===== config.mk =====
export PLATFORM = sky130hd
export DESIGN_NAME = oled_border_fx
export DESIGN_NICKNAME = d
export VERILOG_FILES = /design/src/rtl/oled_pkg.sv /design/src/rtl/oled_pixel_coord.sv /design/src/rtl/oled_border_fx.sv
export SDC_FILE = /design/constraint.sdc
export NUM_CORES = 1
export LEC_CHECK = 0
export ABC_AREA = 1
export CELL_PAD_IN_SITES_DETAIL_PLACEMENT = 2
export CELL_PAD_IN_SITES_GLOBAL_PLACEMENT = 2
export CORE_ASPECT_RATIO = 1.75
export CORE_MARGIN = 2
export CORE_UTILIZATION = 32
export CTS_BUF_LIST = sky130_fd_sc_hd__clkbuf_4 sky130_fd_sc_hd__clkbuf_8 sky130_fd_sc_hd__clkbuf_16
export DETAILED_ROUTE_END_ITERATION = 7
export PLACE_DENSITY = 0.8
export SKIP_CTS_REPAIR_TIMING = 1
export SLEW_MARGIN = 15
export SYNTH_ARGS = -nofsm -noshare
export SYNTH_HDL_FRONTEND = slang
export SYNTH_SLANG_ARGS = --single-unit

===== constraint.sdc =====
create_clock -name clock -period 5.5 [get_ports clock]
set_input_delay 0.825 -clock clock [delete_from_list [all_inputs] [get_ports clock]]
set_output_delay 0.825 -clock clock [all_outputs]
set_load 0.005 [all_outputs]

===== src/rtl/oled_pkg.sv =====
// oled_pkg: shared RGB565 colours, border mode encoding and colour helpers.
// Revision 1.0 - initial release.
`default_nettype none

package oled_pkg;

  localparam logic [15:0] COL_WHITE = 16'hFFFF;
  localparam logic [15:0] COL_RED   = 16'hF800;
  localparam logic [15:0] COL_BLUE  = 16'h001F;
  localparam logic [15:0] COL_GREEN = 16'h07E0;

  typedef enum logic [1:0] {
    MODE_OFF    = 2'd0,
    MODE_STATIC = 2'd1,
    MODE_BLINK  = 2'd2,
    MODE_CHASE  = 2'd3
  } mode_t;

  // Shift the whole word right once, then clear the bits that leaked in from
  // the neighbouring field (top bit of each of R, G and B).
  function automatic logic [15:0] half_colour(input logic [15:0] c);
    return (c >> 1) & 16'h7BEF;
  endfunction

  function automatic logic [15:0] colour_of(input logic [1:0] sel);
    logic [15:0] c;
    case (sel)
      2'd0:    c = COL_WHITE;
      2'd1:    c = COL_RED;
      2'd2:    c = COL_BLUE;
      default: c = COL_GREEN;
    endcase
    return c;
  endfunction

endpackage

`default_nettype wire


===== src/rtl/oled_pixel_coord.sv =====
// oled_pixel_coord: registers the (x, y) of a linear pixel index plus an in-range flag.
// Revision 1.0 - initial release.
`default_nettype none

module oled_pixel_coord #(
  parameter int WIDTH  = 96,
  parameter int HEIGHT = 64,
  parameter int XW     = $clog2(WIDTH),
  parameter int YW     = $clog2(HEIGHT)
) (
  input  logic          clock,
  input  logic          reset_n,
  input  logic [12:0]   pixel_index,
  output logic [XW-1:0] x,
  output logic [YW-1:0] y,
  output logic          valid
);

  always_ff @(posedge clock) begin
    if (!reset_n) begin
      x     <= '0;
      y     <= '0;
      valid <= 1'b0;
    end else begin
      x     <= XW'(pixel_index % 13'(WIDTH));
      y     <= YW'(pixel_index / 13'(WIDTH));
      valid <= (pixel_index < 13'(WIDTH * HEIGHT));
    end
  end

endmodule

`default_nettype wire


===== src/rtl/oled_border_fx.sv =====
// oled_border_fx: two-stage RGB565 border overlay with static, blink and chase effects.
// Revision 1.0 - initial release.
`default_nettype none

module oled_border_fx
  import oled_pkg::*;
#(
  parameter int WIDTH        = 96,
  parameter int HEIGHT       = 64,
  parameter int THICK        = 3,
  parameter int BLINK_FRAMES = 30,
  parameter int CHASE_LEN    = 24,
  parameter int CHASE_STEP   = 2
) (
  input  logic        clock,
  input  logic        reset_n,
  input  logic        frame_begin,
  input  logic [12:0] pixel_index,
  input  logic [15:0] pixel_in,
  input  logic [1:0]  mode,
  input  logic [1:0]  colour_sel,
  output logic [15:0] pixel_out,
  output logic        in_border
);

  localparam int P  = 2 * (WIDTH + HEIGHT);
  localparam int XW = $clog2(WIDTH);
  localparam int YW = $clog2(HEIGHT);
  localparam int PW = $clog2(P);
  localparam int FW = (BLINK_FRAMES > 1) ? $clog2(BLINK_FRAMES) : 1;

  logic [XW-1:0] x;
  logic [YW-1:0] y;
  logic          valid;
  logic [15:0]   pixel_d;
  mode_t         mode_d;
  mode_t         mode_prev;
  logic [1:0]    colour_d;

  logic [FW-1:0] frame_cnt;
  logic          blink_on;
  logic [PW-1:0] chase_pos;

  logic          enter_blink;
  logic          enter_chase;
  logic [PW:0]   chase_sum;
  logic [PW-1:0] chase_next;

  logic          border;
  logic [PW-1:0] p;
  logic [PW-1:0] pos_eff;
  logic          blink_eff;
  logic [PW:0]   d_raw;
  logic [PW:0]   d;
  logic [15:0]   colour;
  logic [15:0]   out_next;
  logic          border_next;

  oled_pixel_coord #(
    .WIDTH  (WIDTH),
    .HEIGHT (HEIGHT),
    .XW     (XW),
    .YW     (YW)
  ) u_coord (
    .clock       (clock),
    .reset_n     (reset_n),
    .pixel_index (pixel_index),
    .x           (x),
    .y           (y),
    .valid       (valid)
  );

  always_ff @(posedge clock) begin
    if (!reset_n) begin
      pixel_d   <= '0;
      mode_d    <= MODE_OFF;
      mode_prev <= MODE_OFF;
      colour_d  <= '0;
    end else begin
      pixel_d   <= pixel_in;
      mode_d    <= mode_t'(mode);
      mode_prev <= mode_d;
      colour_d  <= colour_sel;
    end
  end

  assign enter_blink = (mode_d == MODE_BLINK) && (mode_prev != MODE_BLINK);
  assign enter_chase = (mode_d == MODE_CHASE) && (mode_prev != MODE_CHASE);

  always_comb begin
    chase_sum  = {1'b0, chase_pos} + (PW+1)'(CHASE_STEP);
    chase_next = chase_pos;
    if (chase_sum >= (PW+1)'(P)) chase_next = PW'(chase_sum - (PW+1)'(P));
    else                         chase_next = PW'(chase_sum);
  end

  // Mode entry wins over a coincident frame pulse so the effect always starts clean.
  always_ff @(posedge clock) begin
    if (!reset_n) begin
      frame_cnt <= '0;
      blink_on  <= 1'b1;
      chase_pos <= '0;
    end else begin
      if (enter_blink) begin
        frame_cnt <= '0;
        blink_on  <= 1'b1;
      end else if (frame_begin) begin
        if (frame_cnt == FW'(BLINK_FRAMES - 1)) begin
          frame_cnt <= '0;
          blink_on  <= ~blink_on;
        end else begin
          frame_cnt <= frame_cnt + 1'b1;
        end
      end

      if (enter_chase)      chase_pos <= '0;
      else if (frame_begin) chase_pos <= chase_next;
    end
  end

  // The pixel that carries a new mode already sees the freshly entered state.
  assign pos_eff   = enter_chase ? '0 : chase_pos;
  assign blink_eff = enter_blink | blink_on;
  assign colour    = colour_of(colour_d);

  always_comb begin
    border = (x < XW'(THICK)) || (x >= XW'(WIDTH - THICK)) ||
             (y < YW'(THICK)) || (y >= YW'(HEIGHT - THICK));

    if (y < YW'(THICK))
      p = PW'(x);
    else if (y >= YW'(HEIGHT - THICK))
      p = PW'(2 * WIDTH + HEIGHT - 1) - PW'(x);
    else if (x >= XW'(WIDTH - THICK))
      p = PW'(WIDTH) + PW'(y);
    else
      p = PW'(2 * WIDTH + 2 * HEIGHT - 1) - PW'(y);

    d_raw = {1'b0, p} + (PW+1)'(P) - {1'b0, pos_eff};
    if (d_raw >= (PW+1)'(P)) d = d_raw - (PW+1)'(P);
    else                     d = d_raw;

    out_next    = pixel_d;
    border_next = 1'b0;
    if (valid && border && (mode_d != MODE_OFF)) begin
      border_next = 1'b1;
      case (mode_d)
        MODE_STATIC: out_next = colour;
        MODE_BLINK:  if (blink_eff) out_next = colour;
        MODE_CHASE:  out_next = (d < (PW+1)'(CHASE_LEN)) ? colour : half_colour(colour);
        default:     out_next = pixel_d;
      endcase
    end
  end

  always_ff @(posedge clock) begin
    if (!reset_n) begin
      pixel_out <= '0;
      in_border <= 1'b0;
    end else begin
      pixel_out <= out_next;
      in_border <= border_next;
    end
  end

endmodule

`default_nettype wire


==> impl_metrics.yaml, run 1 <==
route:
  avgRoutedWirePerCell_microns: 14.9
  drt-initial-drc-count: 61
  route.detailed.drc: 0
  wl_microns: 10500
  firstDrtPassIters: 4
  antenna_left: 0
  vias: 3398
  vias_per_cell: 4.85
cts:
  clk_pin_slew_ns: 0.06
  clock_latency_ns: 0.33
  numCtsBuffers: 9
  cts_tree: "yes"
  cts_buffer_depth: 2
  htree_levels: 3
  cts_root_buf: "clkbuf_16"
  cts_sinks: 67
sta:
  rsz0062_at_grt: "false"
  fin_crit_sh_pct: 78.8
  maxSlewViolCount: 0
  fmax_mhz: 231
  setup_viol: 0
  max_slew_margin_pct: 27.0
  finClkSkew_ns: 0.00565
  worstMarginPinSlew_ns: 1.08
  period_minus_slack_ns: 4.33
  finalHoldViolations: 0
  setup_tns_ns: 0
die:
  initial_core_util_pct: 32.6
  rows: 51
  die_area_sq_um: 12200
  io_pins: 53
  die_h_microns: 144
  core_area_sq_um: 11000
  fp.dieW_microns: 84.2
logic_synthesis:
  ys_seq_area_share_pct: 37.2
  ys_warn_count: 0
  synthArstFlopShare_pct: 0
  ys_types: 36
  synth_top_area_share_pct: 37.2
  synth_seq_cells: 67
  synth_area_per_cell_sq_um: 7.10
  synth_edf_count: 0
  netlist_top_cells_area: "dfxtp_1, nand2_1, inv_1, ha_1, a21oi_1"
  yosysTopAreaCell: "dfxtp_1"
  netlist_instances: 507
  syn_area_sq_um: 3600
  synth_flop_cell: "dfxtp_1"
  syn_nets: 570
power_and_ir_drop:
  p_clk_share_pct: 37.2
  p_sw_share_pct: 31.8
  switching_power_w: 0.000479
  leakage_nw: 2.23
  ir_drop_uv: 160
  intPower_w: 0.00103
  combPwrFrac_pct: 27.3
  p_total_w: 0.00151
  power.density_nw_per_um2: 330
  p_seq_share_pct: 35.5
grt:
  grt_pass1_wl_microns: 17600
  grt_use_total_pct: 18.1
  overflow: 0
  grt_pass1_vias: 3827
  grt_max_degree: 37
  antenna_found_initial: 0
placement:
  port_buffers: 52
  dp.cells: 686
  gp_congestion: 0.899
  postPlaceCellArea_sq_um: 4270
  dp_hpwl_microns: 8320
setup_path:
  cp_num_cells: 25
  crit_top_cell: "nand2_1"
  critPathMaxStageDelay_ns: 0.43
  cp-start-kind: "register"
  path_buf_inv: 4
  crit_type: "register to register"
  path_delay_family: "compound AO/OA/AOI/OAI gates"
  crit_arrival_ns: 4.59
  cp_max_fo: 11
  cp-end-kind: "register"
  r2r_cells: 25
  critPathRequiredTime_ns: 5.75
  cp_slowest_cell: "o21ai_0"
cells_and_area:
  fin_cells: 701
  area_growth_pct: 26.6
  fin_area_sq_um: 4560
  antenna_cells: 0
  drive_gt1_share_pct: 7.21
  finalNetCount: 628
run:
  maxCapViolCount: 0
min_path:
  hp-class: "register to register"
  min_path_cells: 2
status:
  outcome: "finished clean"
## registers in the layout, indices dropped and copies added (netlist names)
signal and cells:
pixel_d 16, mode_d 2, chase_pos 8, u_coord.x 7, blink_on 1, mode_prev 2, in_border 1, frame_cnt 5
colour_d 2, pixel_out 16, u_coord.y 6, u_coord.valid 1
## cells by family after synthesis
| group | count (synthesis) | synth area share, % |
|---|---|---|
| AND/OR/NAND/NOR | 195 | 23.2 |
| flip-flops | 67 | 37.2 |
| adder cells (fa/ha/maj) | 27 | 9.59 |
| XOR/XNOR | 15 | 3.65 |
| AO/OA/AOI/OAI | 92 | 14.8 |
| buffers and inverters | 111 | 11.6 |
## worst register-to-register path, delay by kind of cell, from the launching register on
kind | cells | cell delay, ns
fa+ha+maj | 3 | 0.88
simple gates | 12 | 1.15
compound gates | 6 | 1.27
flops | 1 | 0.36
buf+inv | 4 | 0.58
## metal layers
metal  track usage [%]  wire (microns)  vias up
met5                 0               0        -
met4              5.69             165        0
met3              3.14             235       10
met2              37.4            6180       39
met1              17.8            3890     1640
li1                  -               -     1709
## per-stage QoR
step | util [%] | setup WS (ns) | hold WS [ns]
CTS | 41.3 | 1.13 | 0.444
detailed placement | 38.7 | 1.25 | 0.431
finish | 41.3 | 1.17 | 0.442
global route | 41.3 | 0.598 | 0.460
global placement | 38.7 | 1.41 | 0.415
floorplan | - | 2.03 | 0.411
## cell usage in the layout, fill, tap and decap left out, drive strengths merged, types with 2 or more instances in the layout
master         synthesis  layout
a21oi                 43      43
clkbuf                 6      10
clkdlybuf4s50          0      52
clkinv                 1       4
dfxtp                 67      67
ha                    26      26
inv                  104     105
nand2                110     110
nand3                 22      22
nand4                  5       5
nor2                  48      48
nor3                   4       4
nor4                   3       3
o211ai                 6       6
o21ai                 32      32
o22ai                  2       2
xnor2                  2       2
xor2                  13      13
## cells in the mapped netlist (all sizes together) (2+ instances only)
cell type and number:
nor2 48, dfxtp 67, nand4 5, a21oi 43
o22ai 2, nand2 110, nand3 22, xnor2 2
o21ai 32, inv 104, nor4 3, clkbuf 6
nor3 4, ha 26, xor2 13, o211ai 6
## power by group through the flow
stage / clock (W) / combinational [W] / sequential, W
2_1_floorplan: 0 / 0.000273 / 0.000540
5_1_grt: 0.000594 / 0.000474 / 0.000538
6_report: 0.000560 / 0.000411 / 0.000535
3_3_place_gp: 0 / 0.000387 / 0.000543
3_5_place_dp: 0 / 0.000407 / 0.000545
4_1_cts: 0.000572 / 0.000419 / 0.000536
## final timing paths
| path | slack [ns] | start | endpoint |
|---|---|---|---|
| min | 0.44 | pixel_d[5]$_SDFF_PN0_ | pixel_out[5]$_SDFF_PN0_ |
| max reg2reg | 1.17 | u_coord.y[5]$_SDFF_PN0_ | pixel_out[15]$_SDFF_PN0_ |
| max | 1.17 | u_coord.y[5]$_SDFF_PN0_ | pixel_out[15]$_SDFF_PN0_ |
| min reg2reg | 0.44 | pixel_d[5]$_SDFF_PN0_ | pixel_out[5]$_SDFF_PN0_ |
## layout make-up
cell class / instances / area [sq um]
Tap cell: 132 / 165
Clock buffer: 10 / 233
Timing Repair Buffer: 53 / 528
Inverter: 105 / 394
Multi-Input combinational cell: 329 / 1840
Clock inverter: 5 / 53.8
Sequential cell: 67 / 1340
Fill cell: 1319 / 6480
Note: power is estimated with default switching activity, not from simulation.
==> run 2: changes to the inputs <==
CORE_UTILIZATION = 27   (was 32)
PLACE_DENSITY = 0.72   (was 0.8)
clock period = 3.8 ns   (was 5.5 ns; I/O delays follow)
==> run 2 against run 1 <==
The run now ends with setup timing left. Total power rose by 60%. Fmax rose by 6.9%. Sequential cell count did not move. First-iteration DRC count rose by 18%. Die area rose by 18%. Via count rose by 3.8%. Clock skew rose by 0.0022 ns. Non-clock buffer count rose by 16. Sequential power rose by 45%. Clock power rose by 53%. Worst setup slack got worse by 1.4 ns. Cell count rose by 8.0%.
==> impl_metrics.yaml, run 2 (same netlist as run 1, synthesis figures left out) <==
cts:
  htree_levels: 3
  numCtsBuffers: 9
  cts_root_buf: "clkbuf_16"
  cts_tree: "yes"
  clk_pin_slew_ns: 0.06
  cts_sinks: 67
  cts_buffer_depth: 2
  clock_latency_ns: 0.34
setup_path:
  cp_max_fo: 6
  cp-end-kind: "register"
  cp_slowest_cell: "dfxtp_2"
  crit_arrival_ns: 4.32
  timing.rr.end: "pixel_out[4]$_SDFF_PN0_"
  r2r_cells: 25
  cp-start-kind: "register"
  critPathRequiredTime_ns: 4.07
  crit_type: "register to register"
  critPathMaxStageDelay_ns: 0.37
  regToRegSetupSlack_ns: -0.25
  r2r_start: "u_coord.x[3]$_SDFF_PN0_"
die:
  die_h_microns: 157
  core_area_sq_um: 13000
  die_area_sq_um: 14300
  initial_core_util_pct: 27.7
  io_pins: 53
  rows: 55
  fp.dieW_microns: 91.3
cells_and_area:
  multi_input_area_sq_um: 1980
  fillers: 1494
  drive_gt1_share_pct: 16.6
  final_cell_mix: "nand2_1, inv_1, dfxtp_1, clkdlybuf4s50_1, nor2_1"
  antenna_cells: 0
  final_common_cell: "nand2_1"
  area_growth_pct: 35.8
  reg_top3: "pixel_d x16, pixel_out x16, chase_pos x8"
  postLayoutCoreUtil_pct: 37.6
  finalNetCount: 644
  seqCellArea_sq_um: 1350
route:
  vias: 3527
  firstDrtPassIters: 4
  route.detailed.drc: 0
  drt-initial-drc-count: 72
  vias_per_cell: 4.66
  wl_microns: 11300
  antenna_left: 0
  avgRoutedWirePerCell_microns: 15.0
grt:
  grt_pass1_wl_microns: 17800
  grt_max_degree: 36
  antenna_found_initial: 0
  overflow: 0
  grt_use_total_pct: 15.8
  grt_pass1_vias: 3896
min_path:
  hold-path-endpoint: "pixel_out[2]$_SDFF_PN0_"
  min-delay-start: "pixel_d[2]$_SDFF_PN0_"
  min_path_cells: 2
  hp-class: "register to register"
sta:
  rsz0062_at_grt: "true"
  finClkSkew_ns: 0.00784
  worstMarginPinSlew_ns: 0.541
  holdWs_ns: 0.437
  period_minus_slack_ns: 4.05
  maxSlewViolCount: 0
  finalHoldViolations: 0
  setup_slack_ns: -0.253
  fin_crit_sh_pct: 107
  fmax_mhz: 247
  max_slew_margin_pct: 63.8
  setup_viol: 3
status:
  outcome: "complete, but fails checks"
  failed_checks: "setup timing"
power_and_ir_drop:
  ir_drop_uv: 176
  leakage_nw: 2.31
  power.density_nw_per_um2: 494
placement:
  port_buffers: 52
  dp_hpwl_microns: 8500
  dp_slack_ns: -0.195
  gp_congestion: 0.878
run:
  maxCapViolCount: 0
run 2: worst max path at each step:
| stage | from | end | slack, ns | cells after the start |
|---|---|---|---|---|
| floorplan | u_coord.x[3]$_SDFF_PN0_ | pixel_out[4]$_SDFF_PN0_ | 0.33 | 25 |
| global placement | u_coord.y[5]$_SDFF_PN0_ | pixel_out[10]$_SDFF_PN0_ | 0.02 | 25 |
| detailed placement | u_coord.y[5]$_SDFF_PN0_ | pixel_out[4]$_SDFF_PN0_ | -0.20 | 25 |
| CTS | u_coord.x[6]$_SDFF_PN0_ | pixel_out[4]$_SDFF_PN0_ | -0.37 | 27 |
| global route | u_coord.x[3]$_SDFF_PN0_ | pixel_out[4]$_SDFF_PN0_ | -0.51 | 25 |
| finish | u_coord.x[3]$_SDFF_PN0_ | pixel_out[4]$_SDFF_PN0_ | -0.25 | 25 |
run 2: layout make-up:
cell class	instances	share of cell area (%)
multi-input cells	329	40.5
flip-flops and latches	67	27.6
repair buffers	69	13.2
inverters	105	8.06
clock buffers	11	5.04
well taps	171	4.38
clock inverters	5	1.23
run 2: power by group:
part           internal (W)  switching (W)  total [W]  leakage [nW]
clock              0.000535       0.000324   0.000859         0.150
sequential         0.000748      0.0000293   0.000777         0.556
combinational      0.000334       0.000445   0.000779          1.61
total               0.00162       0.000799    0.00242          2.31
run 2: through the flow:
step                      std cells  TNS, ns  area, sq um  total power [W]
final                           757   -0.689         4890          0.00242
after global routing            757    -1.49         4890          0.00257
after CTS                       746    -1.06         4660          0.00228
after detailed placement        730   -0.528         4360          0.00140
after global placement          730        0         4360          0.00136
after floorplan                 507        0         3600          0.00118
run 2: critical path: cells and delay by family (launching register included):
kind,cells,cell delay (ns)
AOI/OAI and AO/OA,7,0.96
buffers and inverters,2,0.17
adders and majority gates,3,0.95
and+or+nand+nor,12,1.28
xor gates and xnor gates,1,0.22
DFF,1,0.37
run 2: metal layers:
metal  routed length (microns)  vias up  track usage (%)  share of wire [%]
li1                          -     1741                -                  -
met1                      4120     1717             14.7                 36
met2                      6610       50             31.7                 58
met3                       277       19             2.74                2.4
met4                       339        0             8.37                3.0
met5                         0        -                0                  0
